<file path="src/rtl/vram_pkg.sv">
// VRAM arbiter shared definitions.
// Default geometry and the read-owner tag carried down the return pipe.
package vram_pkg;

    localparam int ADDR_W_DEF     = 13;
    localparam int DATA_W_DEF     = 9;
    localparam int STARVE_MAX_DEF = 4;

    typedef enum logic [1:0] {
        OWN_NONE = 2'd0,
        OWN_VGA  = 2'd1,
        OWN_CPU  = 2'd2
    } owner_e;

endpackage

</file>
<file path="src/rtl/vram_rd_pipe.sv">
// Read-return pipeline: tags each granted read with its owner and
// steers the registered RAM data to that owner two cycles later.
module vram_rd_pipe
    import vram_pkg::*;
#(
    parameter int DATA_W = DATA_W_DEF
) (
    input  logic              clk_in,
    input  logic              rst,
    input  owner_e            issue_own,
    input  logic [DATA_W-1:0] ram_rdata,
    output logic              vga_rvalid,
    output logic [DATA_W-1:0] vga_rdata,
    output logic              cpu_rvalid,
    output logic [DATA_W-1:0] cpu_rdata
);

    owner_e            own_s1;
    owner_e            own_s2;
    logic [DATA_W-1:0] vga_q;
    logic [DATA_W-1:0] cpu_q;

    // RAM data is valid while own_s1 is live; capture it into the owner's holder.
    always_ff @(posedge clk_in) begin
        if (rst) begin
            own_s1 <= OWN_NONE;
            own_s2 <= OWN_NONE;
            vga_q  <= '0;
            cpu_q  <= '0;
        end else begin
            own_s1 <= issue_own;
            own_s2 <= own_s1;
            if (own_s1 == OWN_VGA) vga_q <= ram_rdata;
            if (own_s1 == OWN_CPU) cpu_q <= ram_rdata;
        end
    end

    assign vga_rvalid = !rst && (own_s2 == OWN_VGA);
    assign cpu_rvalid = !rst && (own_s2 == OWN_CPU);
    assign vga_rdata  = rst ? '0 : vga_q;
    assign cpu_rdata  = rst ? '0 : cpu_q;

endmodule

</file>
<file path="src/rtl/vram_arbiter.sv">
// Single-port VRAM arbiter between VGA scan-out and CPU, with a
// starvation override for the CPU and a count of VGA slots it cost.
module vram_arbiter
    import vram_pkg::*;
#(
    parameter int ADDR_W     = ADDR_W_DEF,
    parameter int DATA_W     = DATA_W_DEF,
    parameter int STARVE_MAX = STARVE_MAX_DEF
) (
    input  logic              clk_in,
    input  logic              rst,
    input  logic              vga_req,
    input  logic [ADDR_W-1:0] vga_addr,
    input  logic              vga_blank,
    output logic              vga_gnt,
    output logic              vga_rvalid,
    output logic [DATA_W-1:0] vga_rdata,
    input  logic              cpu_req,
    input  logic              cpu_we,
    input  logic [ADDR_W-1:0] cpu_addr,
    input  logic [DATA_W-1:0] cpu_wdata,
    output logic              cpu_gnt,
    output logic              cpu_rvalid,
    output logic [DATA_W-1:0] cpu_rdata,
    output logic              ram_en,
    output logic              ram_we,
    output logic [ADDR_W-1:0] ram_addr,
    output logic [DATA_W-1:0] ram_wdata,
    input  logic [DATA_W-1:0] ram_rdata,
    output logic [15:0]       vga_miss_cnt
);

    localparam int SW = (STARVE_MAX < 2) ? 1 : $clog2(STARVE_MAX + 1);
    localparam logic [SW-1:0] SMAX = SW'(STARVE_MAX);

    logic [SW-1:0] starve_cnt;
    logic [15:0]   miss_q;
    owner_e        issue_own;

    always_comb begin
        cpu_gnt   = 1'b0;
        vga_gnt   = 1'b0;
        ram_en    = 1'b0;
        ram_we    = 1'b0;
        ram_addr  = '0;
        ram_wdata = '0;
        issue_own = OWN_NONE;
        cpu_gnt = !rst && cpu_req &&
                  (!vga_req || vga_blank || starve_cnt == SMAX);
        vga_gnt = !rst && vga_req && !cpu_gnt;
        if (cpu_gnt) begin
            ram_en    = 1'b1;
            ram_we    = cpu_we;
            ram_addr  = cpu_addr;
            ram_wdata = cpu_we ? cpu_wdata : '0;
            issue_own = cpu_we ? OWN_NONE : OWN_CPU;
        end else if (vga_gnt) begin
            ram_en    = 1'b1;
            ram_addr  = vga_addr;
            issue_own = OWN_VGA;
        end
    end

    always_ff @(posedge clk_in) begin
        if (rst) begin
            starve_cnt <= '0;
            miss_q     <= '0;
        end else begin
            if (cpu_req && !cpu_gnt) begin
                if (starve_cnt != SMAX) starve_cnt <= starve_cnt + 1'b1;
            end else begin
                starve_cnt <= '0;
            end
            // Only an override steals a live scan-out slot.
            if (vga_req && cpu_gnt && !vga_blank && miss_q != 16'hFFFF)
                miss_q <= miss_q + 16'd1;
        end
    end

    assign vga_miss_cnt = miss_q;

    vram_rd_pipe #(
        .DATA_W(DATA_W)
    ) u_rd_pipe (
        .clk_in    (clk_in),
        .rst       (rst),
        .issue_own (issue_own),
        .ram_rdata (ram_rdata),
        .vga_rvalid(vga_rvalid),
        .vga_rdata (vga_rdata),
        .cpu_rvalid(cpu_rvalid),
        .cpu_rdata (cpu_rdata)
    );

endmodule

</file>
<file path="config.mk">
export PLATFORM = sky130hd
export DESIGN_NAME = vram_arbiter
export DESIGN_NICKNAME = d
export VERILOG_FILES = /design/src/rtl/vram_pkg.sv /design/src/rtl/vram_rd_pipe.sv /design/src/rtl/vram_arbiter.sv
export SDC_FILE = /design/constraint.sdc
export NUM_CORES = 1
export LEC_CHECK = 0
export CAP_MARGIN = 10
export CORE_MARGIN = 10
export CORE_UTILIZATION = 25
export DETAILED_ROUTE_END_ITERATION = 6
export SLEW_MARGIN = 10
export SYNTH_ARGS = -nofsm -noshare
export SYNTH_HDL_FRONTEND = slang
export SYNTH_SLANG_ARGS = --single-unit
</file>
<file path="constraint.sdc">
create_clock -name clk_in -period 2 [get_ports clk_in]
set_input_delay 0.4 -clock clk_in [delete_from_list [all_inputs] [get_ports clk_in]]
set_output_delay 0.4 -clock clk_in [all_outputs]
set_load 0.02 [all_outputs]
</file>
# Yosys cells after proc, flatten, opt, wreduce, memory -nomap -nowiden
# Cells that the tools add are included.
# totals
regBits,41
in_bits,50
output_inout_bits,62
# op_classes
addsub,2
eq_ne,7
muxes,12
bitwise,1
n_reduce_logical,17
# op_table
operator,count
9-bit two-way mux,4
13-bit two-way mux,2
16-bit by 1-bit adder with 16-bit output (second input constant),1
16-bit inequality test (second input constant),1
1-bit logical AND,10
2-bit by 1-bit equality test with 1-bit output (second input constant),2
2-bit equality test (second input constant),2
1-bit zero test,4
1-bit two-way mux,4
2-bit two-way mux,2
3-bit by 1-bit adder with 3-bit output (second input constant),1
3-bit equality test (second input constant),1
3-bit inequality test (second input constant),1
1-bit logical OR,2
2-bit OR reduction,1
1-bit NOT,1

# Logic depth before layout (Yosys ltp)
# Gate-level depths: netlist (run 1).
# logic_depth
ltp_word,8
depth_mapped,7
ltp_nobuf,6

# Cells and area by module
# A second synthesis (run 1) with hierarchy kept.
# unflattened
hier_cells,251
hier_area_um2,2346.0
# by_module_without_submodules
mod,instances,cells_per_inst,area_each_um2,seq_area_each_um2
vram_arbiter,1,153,1265.0,380.4
vram_rd_pipe,1,98,1081.0,440.4

# Least setup slack after synthesis (run 1)
# Ideal clock, no wire load.
# synth_path
path_kind,input port to output port
start,input port rst
end,output port ram_wdata[2]
arrival_ns,1.664
required_time_ns,1.600
path_slack_ns,-0.064
cell_stages,4
path_buffers,1
path_cell_list,and2b_1 a21boi_2 clkbuf_1 and3_1
# synth_between
elab_chain_len,4
# synth_lines
item,line_no,rtl
from (decl),vram_arbiter.sv:11,"input logic rst,"
1-bit zero test,vram_arbiter.sv:48,cpu_gnt = !rst && cpu_req &&
1-bit logical AND (2 in a row),vram_arbiter.sv:48,
net cpu_gnt,vram_arbiter.sv:22,"output logic cpu_gnt,"
9-bit two-way mux,vram_arbiter.sv:51,if (cpu_gnt) begin
to (decl),vram_arbiter.sv:28,"output logic [DATA_W-1:0] ram_wdata,"
# The timed path passes the listed nets, and every way through them passes these cells.

# Final worst setup path (run 1)
# layout_path
start,register starve_cnt[1]
end,output port ram_wdata[6]
# layout_between
elab_chain_len,4
# layout_lines
item,line_no,rtl
from (decl),vram_arbiter.sv:36,logic [SW-1:0] starve_cnt;
from (signal assigned),vram_arbiter.sv:70,if (starve_cnt != SMAX) starve_cnt <= starve_cnt + 1'b1;
3-bit equality test,vram_arbiter.sv:49,(!vga_req || vga_blank || starve_cnt == SMAX);
1-bit logical OR,vram_arbiter.sv:49,
1-bit logical AND,vram_arbiter.sv:48,
9-bit two-way mux,vram_arbiter.sv:51,
# Every way passes these cells.

==> key figures, run 1 <==
Run status
  – Status: finished, violations left
  – Failing checks: negative setup slack

Pwr
  – Switch share: approximately a quarter
  – Clock group share of total power: a little under two fifths
  – Peak supply drop: 0.262 mV
  – Internal power: about 1.4 mW
  – Reg power frac: between 40% and 50%
  – Comb power frac: between 10% and 20%
  – Power density over the cells: around 520 nW/um^2
  – Leak: between 1.5 and 2 nW
  – NetSw: 464 uW
  – Total Power: 1.90 mW

Timing
  – Fmax: approximately 0.48 GHz
  – RSZ-0062 raised after global routing: yes
  – Setup ws final: -0.0674 ns
  – Worst slew pin tran: 0.660 ns
  – Final Hold Viols: 0
  – Tcrit/Tclk final: 103%
  – Final Skew: roughly 0.0080 ns
  – Relative slew slack: 55.9%
  – Slew Limit Fails: 0
  – Setup TNS Final: -1.22 ns
  – Minimum clock period: ~2.1 ns
  – Final setup fails: 21

Routing
  – Initial DRC Count: 61
  – Routed Antenna Nets: 0
  – Via count: between 2000 and 2500
  – Remaining DRCs: 0
  – Drt wl/cell: ~15 um
  – DR pass1 iterations: 4
  – Vias per inst: between 4 and 5
  – Drt total wl: 7.57 mm

Worst setup path
  – CP delay by family, top: buffers and inverters
  – Critical path class: reg -> out
  – Crit path DAT: 1.67 ns
  – CP Data Required Time: around 1.6 ns
  – CP Cell Sequence: inv_2 -> ha_4 -> nand2_4 -> a21boi_4 -> buf_4 -> buf_6 -> and3_1 -> buf_4
  – Most frequent cell on the critical path: buf_4
  – CP bufs+invs: 4
  – Crit start category: register
  – Slowest-stage cell, CP: dfxtp_2
  – CP max stage delay: between 0.3 and 0.4 ns
  – Critical path peak fanout: 8
  – Crit end category: output port

GRT
  – Vias in the first global route: approximately 2500
  – Largest net degree at the start of global routing: 39
  – Initial antenna violation count: 0
  – Gr usage total: a little under an eighth
  – Grt ovf: 0
  – First-pass GRT wire length: about 12 mm

Synth
  – Multiplexer area fraction after synthesis: 0.540%
  – Post-Synthesis Cell Area: around 2100 sq um
  – Post-Syn Nets: just over 300
  – Area contributors post-synth: dfxtp_1, nand2_1, nor2b_1
  – Post-synthesis register bit count: 41
  – Post-Synth XOR/XNOR Area: less than 1%
  – Post-synthesis sequential area ratio: between 30% and 40%
  – Top cell type's share of synthesized area: between 30% and 40%
  – EDFF count, synth: 0
  – Synth cell types: 40
  – Synth Area in Adders: roughly 1.8%
  – Post-Syn Area per Cell: 8.08 sq um
  – Synth area leader: dfxtp_1
  – Largest family of logic cells by synthesized area: simple AND/OR/NAND/NOR gates
  – Synth Area in Compound Gates: 19.4%
  – Asr flop ratio synth: 0%
  – Synth top cells by count: nand2_1, dfxtp_1, a21oi_1
  – Main synth FF type: dfxtp_1
  – Most common cell in the synthesized netlist: nand2_1
  – Post-Syn Instances: between 200 and 300
  – Ys Warns: 0
  – Simple-Gate Fraction of Synth Area: about a third

Placed design
  – Gpl congestion: roughly 0.75
  – Placed insts: roughly 480
  – Area post-placement: around 3500 sq um
  – PortBufs: ~110
  – HPWL after detailed placement: 6.00 mm

Layout
  – Non-Filler Instances: between 400 and 500
  – Fillers: approximately 830
  – N_diodes: 0
  – Final layout net count: 445
  – Share of cells above drive strength 1: between 20% and 30%
  – Design area: about 3700 sq um
  – Area growth from synthesis to layout: 75.9%
  – Fin util: between 40 and 50%

Floorplan
  – Die area: ~12000 sq um
  – Core footprint: a little over 8000 sq um
  – DIE HEIGHT: approximately 110 um
  – Initial Util: between 20 and 30%
  – Die Wd: around 110 um
  – Row count: 33
  – Top Ports: 112

Clocking
  – CTS tree: yes
  – Sink Count: 41
  – CTS clock-pin slew for the worst setup and hold paths: 0.08 ns
  – Num CTS Buffers: 5
  – Clock buffer depth: 2
  – Number of hold-repair buffers added at the cts stage: 0
  – Root Buffer: clkbuf_8
  – H-tree depth: 2
  – Skew-Pair Late Insertion Delay: 0.29 ns

Worst hold path
  – HP Class: reg -> reg

Job
  – Maximum Capacitance Violations: 0
==> power groups by stage <==
stage	sequential, mW	clock, mW	combinational, mW
after floorplan	0.858	0	0.135
after global placement	0.859	0	0.335
after detailed placement	0.860	0	0.336
after CTS	0.841	0.723	0.351
after global routing	0.843	0.762	0.382
final	0.841	0.704	0.356
==> routing by layer <==
layer / vias to the layer above / routed length [um] / GRT usage [%]
met1: 1093 / 2910 / 11.6
met3: 7 / 999 / 7.36
met5: - / 0 / 0
li1: 1185 / - / -
met2: 93 / 3540 / 19.5
met4: 0 / 124 / 3.68
==> kinds of logic (layout without fill, tap and decap cells) <==
| group | after synthesis | in the layout |
|---|---|---|
| AOI/OAI and AO/OA | 62 | 62 |
| xor gates and xnor gates | 1 | 1 |
| adders and majority gates | 3 | 3 |
| buffers and inverters | 24 | 159 |
| DFF | 41 | 41 |
| muxes | 1 | 1 |
| and+or+nand+nor | 126 | 126 |
==> worst paths after layout <==
check                      from                 end  slack (ns)  cells past startpoint
max reg2reg       starve_cnt[1]     vga_miss_cnt[9]        0.16                      7
min reg2reg  u_rd_pipe.vga_q[8]  u_rd_pipe.vga_q[8]        0.45                      2
max               starve_cnt[1]        ram_wdata[6]       -0.07                      8
min          u_rd_pipe.vga_q[8]  u_rd_pipe.vga_q[8]        0.45                      2
==> tightest hold or removal path: cells and delay by family (launching register included) <==
| family | cells | cell delay (ns) |
|---|---|---|
| flops | 1 | 0.31 |
| compound gates | 1 | 0.05 |
| simple gates | 1 | 0.05 |
==> flip-flops by register name, summed over array words and instances (netlist names) <==
name	flops
vga_miss_cnt	16
u_rd_pipe.cpu_q	9
u_rd_pipe.vga_q	9
starve_cnt	3
u_rd_pipe.own_s1	2
u_rd_pipe.own_s2	2
==> layout make-up <==
cell class	instances	area, sq um	share of cell area (%)
Timing Repair Buffer	144	1350	36.7
Tap cell	105	131	3.58
Sequential cell	41	823	22.5
Clock inverter	2	37.5	1.02
Inverter	7	26.3	0.717
Clock buffer	6	82.6	2.25
Multi-Input combinational cell	193	1220	33.3
==> what timing repair did <==
| item | in CTS | in global routing |
|---|---|---|
| cloned | 2 | 0 |
| resized for setup | 173 | 12 |
| hold endpoints to repair | 0 | 0 |
| pin swaps | 6 | 5 |
| setup endpoints to repair | 49 | 28 |
| setup buffers | 4 | 1 |
==> stage by stage <==
stage	worst slack [ns]	hold WS (ns)
3_3_place_gp	-0.705	0.438
6_report	-0.0674	0.452
2_1_floorplan	0.0443	0.417
3_5_place_dp	-0.769	0.444
4_1_cts	-0.137	0.456
5_1_grt	-0.164	0.477
==> placed cells by master, fill, tap and decap left out, types with 3 or more instances in the layout <==
cell,count
clkdlybuf4s50_1,61
nand2_1,42
dfxtp_1,39
buf_4,36
a21oi_1,31
nor2b_1,24
dlygate4sd2_1,23
buf_6,20
a22o_1,13
and3_1,11
nor2_1,8
or4_1,7
nand4_1,6
o31ai_1,6
clkbuf_8,6
o21ai_0,5
inv_1,5
o41ai_1,4
nor3b_1,3
nand3_1,3
Note: power is estimated with default switching activity, not from simulation.
==> run 2, diff against run 1 <==
Settings changed: SKIP_CTS_REPAIR_TIMING set to 1.
==> key figures, run 2 (synthesized netlist as in run 1, its figures left out) <==
Job
  – Maximum Capacitance Violations: 0

Pwr
  – Leak: 1.78 nW
  – Power density over the cells: a little over 500 nW/um^2
  – Peak supply drop: 0.265 mV

Floorplan
  – Die Wd: between 100 and 150 um
  – Row count: 33
  – Die area: 12400 sq um
  – DIE HEIGHT: 111 um
  – Core footprint: around 8200 sq um
  – Initial Util: between 20% and 30%
  – Top Ports: between 100 and 150

Placed design
  – PortBufs: between 100 and 150
  – Gpl congestion: between 0.7 and 0.8
  – HPWL after detailed placement: between 5 and 6 mm
  – Placement Setup Slack: -0.769 ns

Clocking
  – Skew-Pair Late Insertion Delay: around 0.29 ns
  – Root Buffer: clkbuf_8
  – Clock buffer depth: 2
  – Num CTS Buffers: 5
  – H-tree depth: 2
  – CTS tree: yes
  – Sink Count: a little over 40
  – CTS clock-pin slew for the worst setup and hold paths: approximately 0.080 ns

Routing
  – Vias per inst: 4.80
  – Initial DRC Count: 75
  – Routed wl met2: between 3 and 4 mm
  – Highest Signal Layer: met4
  – DR pass1 iterations: 4
  – Met3 routed WL: just under 1 mm
  – Remaining DRCs: 0
  – Routed Antenna Nets: 0
  – Met1 WL: between 2 and 3 mm
  – Drt total wl: 7.67 mm
  – Drt wl/cell: 15.5 um
  – Via count: ~2400

GRT
  – Vias in the first global route: 2452
  – Initial antenna violation count: 0
  – Grt ovf: 0
  – First-pass GRT wire length: roughly 12 mm
  – Largest net degree at the start of global routing: 39
  – Gr usage total: a little under an eighth

Timing
  – Minimum clock period: 2.12 ns
  – Final Skew: between 0.008 and 0.009 ns
  – Slew Limit Fails: 0
  – RSZ-0062 raised after global routing: yes
  – Tcrit/Tclk final: 106%
  – Setup TNS Final: -1.22 ns
  – Final setup fails: 16
  – Fmax: approximately 0.47 GHz
  – Worst slew pin tran: 0.663 ns
  – Min Hold Slack: about 0.45 ns
  – Setup ws final: -0.122 ns
  – Final Hold Viols: 0
  – Relative slew slack: a little under three fifths

Worst setup path
  – Worst Reg2Reg Path Length in Cells: 7
  – Critical path class: reg -> out
  – Worst R2R End: vga_miss_cnt[9]
  – CP bufs+invs: 3
  – R2R setup slack: ~0.16 ns
  – CP Cell Sequence: inv_2 -> ha_4 -> nand2_4 -> a21boi_4 -> nor3b_2 -> buf_4 -> a22o_1 -> buf_6
  – CP delay by family, top: buffers and inverters
  – Crit start category: register
  – Critical path peak fanout: 7
  – CP max stage delay: 0.34 ns
  – Slowest-stage cell, CP: dfxtp_2
  – CP Data Required Time: 1.60 ns
  – Critical R2R Launch: starve_cnt[1]
  – Critical path depth: 8
  – Crit end category: output port
  – Crit path DAT: around 1.7 ns

Layout
  – Share of cells above drive strength 1: 23.5%
  – Most common cell after layout, fill and taps aside: clkdlybuf4s50_1
  – Final layout net count: about 440
  – Most frequent cells in the layout: clkdlybuf4s50_1, nand2_1, dfxtp_1
  – N_diodes: 0
  – Max FFs per register: 16
  – Area growth from synthesis to layout: 81.6%
  – Fillers: 809

Worst hold path
  – HP Class: reg -> reg
  – Hold Path Depth: 2
  – Worst Hold Launch: u_rd_pipe.vga_q[8]
  – Hold endpoint: u_rd_pipe.vga_q[8]

Run status
  – Status: finished, violations left
  – Failing checks: negative setup slack
==> run 2: tightest hold or removal path: cells and delay by family (launching register included) <==
family	cells	cell delay (ns)
AO/OA/AOI/OAI	1	0.05
AND/OR/NAND/NOR	1	0.05
flip-flops	1	0.31
==> run 2: cell type report <==
class                   instances  area [sq um]  area share, %
clock buffers                   6          82.6           2.18
multi-input cells             193          1240           32.9
flip-flops and latches         41           823           21.8
well taps                     105           131           3.47
inverters                       7          26.3          0.694
repair buffers                142          1440           38.0
clock inverters                 2          37.5          0.992
==> run 2: layer usage <==
metal	vias to the layer above	GRT usage (%)
li1	1181	-
met1	1105	11.4
met2	91	18.9
met3	2	7.63
met4	0	3.08
met5	-	0
==> run 2: per-stage QoR <==
| step | instance area [sq um] | util [%] | cells | power, mW |
|---|---|---|---|---|
| after floorplan | 2090 | - | 258 | 0.993 |
| final | 3780 | 46.3 | 496 | 1.91 |
| after detailed placement | 3450 | 42.2 | 483 | 1.20 |
| after global routing | 3780 | 46.3 | 496 | 2.00 |
| after CTS | 3570 | 43.7 | 491 | 1.90 |
| after global placement | 3450 | 42.2 | 483 | 1.19 |
==> run 2: how the worst max path moves through the flow <==
stage	from	end	slack, ns
6_report	starve_cnt[0]	ram_addr[2]	-0.12
2_1_floorplan	rst	ram_addr[10]	0.04
3_5_place_dp	vga_req	ram_addr[7]	-0.77
5_1_grt	starve_cnt[1]	ram_addr[5]	-0.21
4_1_cts	vga_req	ram_addr[7]	-0.77
3_3_place_gp	vga_req	ram_addr[7]	-0.71
==> run 2: where the power goes <==
group | total [mW] | leakage, nW | internal, mW | switching, mW
Sequential | 0.841 | 0.333 | 0.832 | 0.00824
Combinational | 0.364 | 1.39 | 0.205 | 0.159
Clock | 0.703 | 0.0574 | 0.406 | 0.297
Total | 1.91 | 1.78 | 1.44 | 0.464
==> run 3, diff against run 2 <==
Settings changed: ABC_CLOCK_PERIOD_IN_PS set to 2000, TNS_END_PERCENT set to 1.
==> key figures, run 3 (synthesized netlist as in run 1, its figures left out) <==
Timing
  – Minimum clock period: 2.08 ns
  – Final setup fails: 24
  – Tcrit/Tclk final: 104%
  – Final Hold Viols: 0
  – RSZ-0062 raised after global routing: yes
  – Slew Limit Fails: 0
  – Final Skew: between 0.005 and 0.006 ns
  – Setup ws final: -0.0804 ns
  – Relative slew slack: about three fifths
  – Worst slew pin tran: 0.610 ns
  – Fmax: 0.481 GHz

Floorplan
  – Top Ports: around 110
  – DIE HEIGHT: between 100 and 150 um
  – Die Wd: between 100 and 150 um
  – Row count: 33
  – Initial Util: 25.5%
  – Die area: roughly 12000 sq um
  – Core footprint: 8180 sq um

Clocking
  – Root Buffer: clkbuf_8
  – Sink Count: 41
  – H-tree depth: 2
  – Skew-Pair Late Insertion Delay: a little under 0.3 ns
  – CTS clock-pin slew for the worst setup and hold paths: around 0.080 ns
  – Clock buffer depth: 2
  – Num CTS Buffers: 5
  – CTS tree: yes

Worst setup path
  – CP max stage delay: 0.32 ns
  – Crit start category: register
  – Crit path DAT: 1.68 ns
  – R2R setup slack: between 0.1 and 0.15 ns
  – CP Data Required Time: around 1.6 ns
  – Critical path peak fanout: 7
  – CP Cell Sequence: inv_1 -> ha_2 -> nand2_2 -> a21boi_2 -> nor3b_2 -> buf_4 -> a22o_1 -> buf_6
  – Crit end category: output port
  – Slowest-stage cell, CP: dfxtp_2
  – Critical path class: reg -> out

Pwr
  – Switch share: 24.1%
  – Peak supply drop: about 0.25 mV
  – Comb power frac: 18.2%
  – Power density over the cells: about 520 nW/um^2
  – Clock group share of total power: between 30% and 40%
  – NetSw: approximately 450 uW
  – Leak: 1.77 nW
  – Total Power: about 1.9 mW
  – Internal power: 1.43 mW
  – Reg power frac: between 40 and 50%

Layout
  – Most frequent cells in the layout: clkdlybuf4s50_1, nand2_1, dfxtp_1
  – Fillers: roughly 840
  – Share of cells above drive strength 1: 19.9%
  – Most common cell after layout, fill and taps aside: clkdlybuf4s50_1
  – Max FFs per register: 16
  – Area growth from synthesis to layout: 74.7%
  – Final layout net count: roughly 440
  – N_diodes: 0
  – Fin util: about 45%

Routing
  – Remaining DRCs: 0
  – Routed wl met2: around 3.4 mm
  – DR pass1 iterations: 4
  – Routed Antenna Nets: 0
  – Initial DRC Count: just over 70
  – Via count: 2329
  – Drt wl/cell: around 15 um
  – Highest Signal Layer: met4
  – Met1 WL: 2.80 mm
  – Vias per inst: around 4.7
  – Met3 routed WL: 1.08 mm
  – Drt total wl: 7.39 mm

Worst hold path
  – HP Class: reg -> reg

Run status
  – Failing checks: negative setup slack
  – Status: finished, violations left

GRT
  – Vias in the first global route: about 2400
  – Largest net degree at the start of global routing: 38
  – Grt ovf: 0
  – First-pass GRT wire length: between 10 and 15 mm
  – Initial antenna violation count: 0
  – Gr usage total: 11.4%

Placed design
  – HPWL after detailed placement: roughly 5.9 mm
  – PortBufs: 111
  – Placement Setup Slack: -0.767 ns
  – Gpl congestion: 0.802

Job
  – Maximum Capacitance Violations: 0
==> run 3: cell types whose count changed in the layout (fill, tap and decap cells not counted), sizes merged <==
| cell | previous run | this run |
|---|---|---|
| clkbuf | 7 | 17 |
| dlymetal6s2s | 23 | 24 |
| buf | 56 | 40 |
==> run 3: power by group through the flow <==
stage	Sequential [mW]	Combinational [mW]	Clock (mW)
2_1_floorplan	0.858	0.135	0
3_3_place_gp	0.859	0.334	0
3_5_place_dp	0.860	0.337	0
4_1_cts	0.841	0.338	0.724
5_1_grt	0.843	0.372	0.762
6_report	0.840	0.342	0.699
==> run 3: layout make-up <==
class | count | area, sq um | share of cell area (%)
well taps | 105 | 131 | 3.61
clock buffers | 6 | 82.6 | 2.27
clock inverters | 2 | 37.5 | 1.03
flip-flops and latches | 41 | 823 | 22.6
inverters | 7 | 26.3 | 0.722
multi-input cells | 193 | 1200 | 32.9
repair buffers | 137 | 1340 | 36.9
==> run 3: per-stage QoR <==
stage / std cells / area (sq um) / hold slack [ns] / setup TNS (ns)
after floorplan: 258 / 2090 / 0.417 / -0.170
after CTS: 489 / 3560 / 0.455 / -23.16
after global placement: 481 / 3440 / 0.440 / -24.75
after detailed placement: 481 / 3440 / 0.442 / -26.77
final: 491 / 3640 / 0.452 / -1.30
after global routing: 491 / 3640 / 0.467 / -4.12
==> run 3: critical path, delay by kind of cell (launching register included) <==
family / cells / cell delay, ns
AOI/OAI and AO/OA: 2 / 0.41
buffers and inverters: 3 / 0.34
DFF: 1 / 0.32
adders and majority gates: 1 / 0.18
and+or+nand+nor: 2 / 0.14
==> run 3: metal layers <==
| metal | global-route usage (%) | vias up |
|---|---|---|
| li1 | - | 1172 |
| met1 | 11.5 | 1055 |
| met2 | 18.4 | 98 |
| met3 | 8.17 | 4 |
| met4 | 3.34 | 0 |
| met5 | 0 | - |
==> run 3: path summary, 6_finish.rpt <==
path / start / end / cells after the start
worst max-delay path: starve_cnt[0] / ram_addr[11] / 8
worst min register to register: u_rd_pipe.cpu_q[7] / u_rd_pipe.cpu_q[7] / 2
worst min-delay path: u_rd_pipe.cpu_q[7] / u_rd_pipe.cpu_q[7] / 2
worst max register to register: vga_miss_cnt[5] / vga_miss_cnt[13] / 4
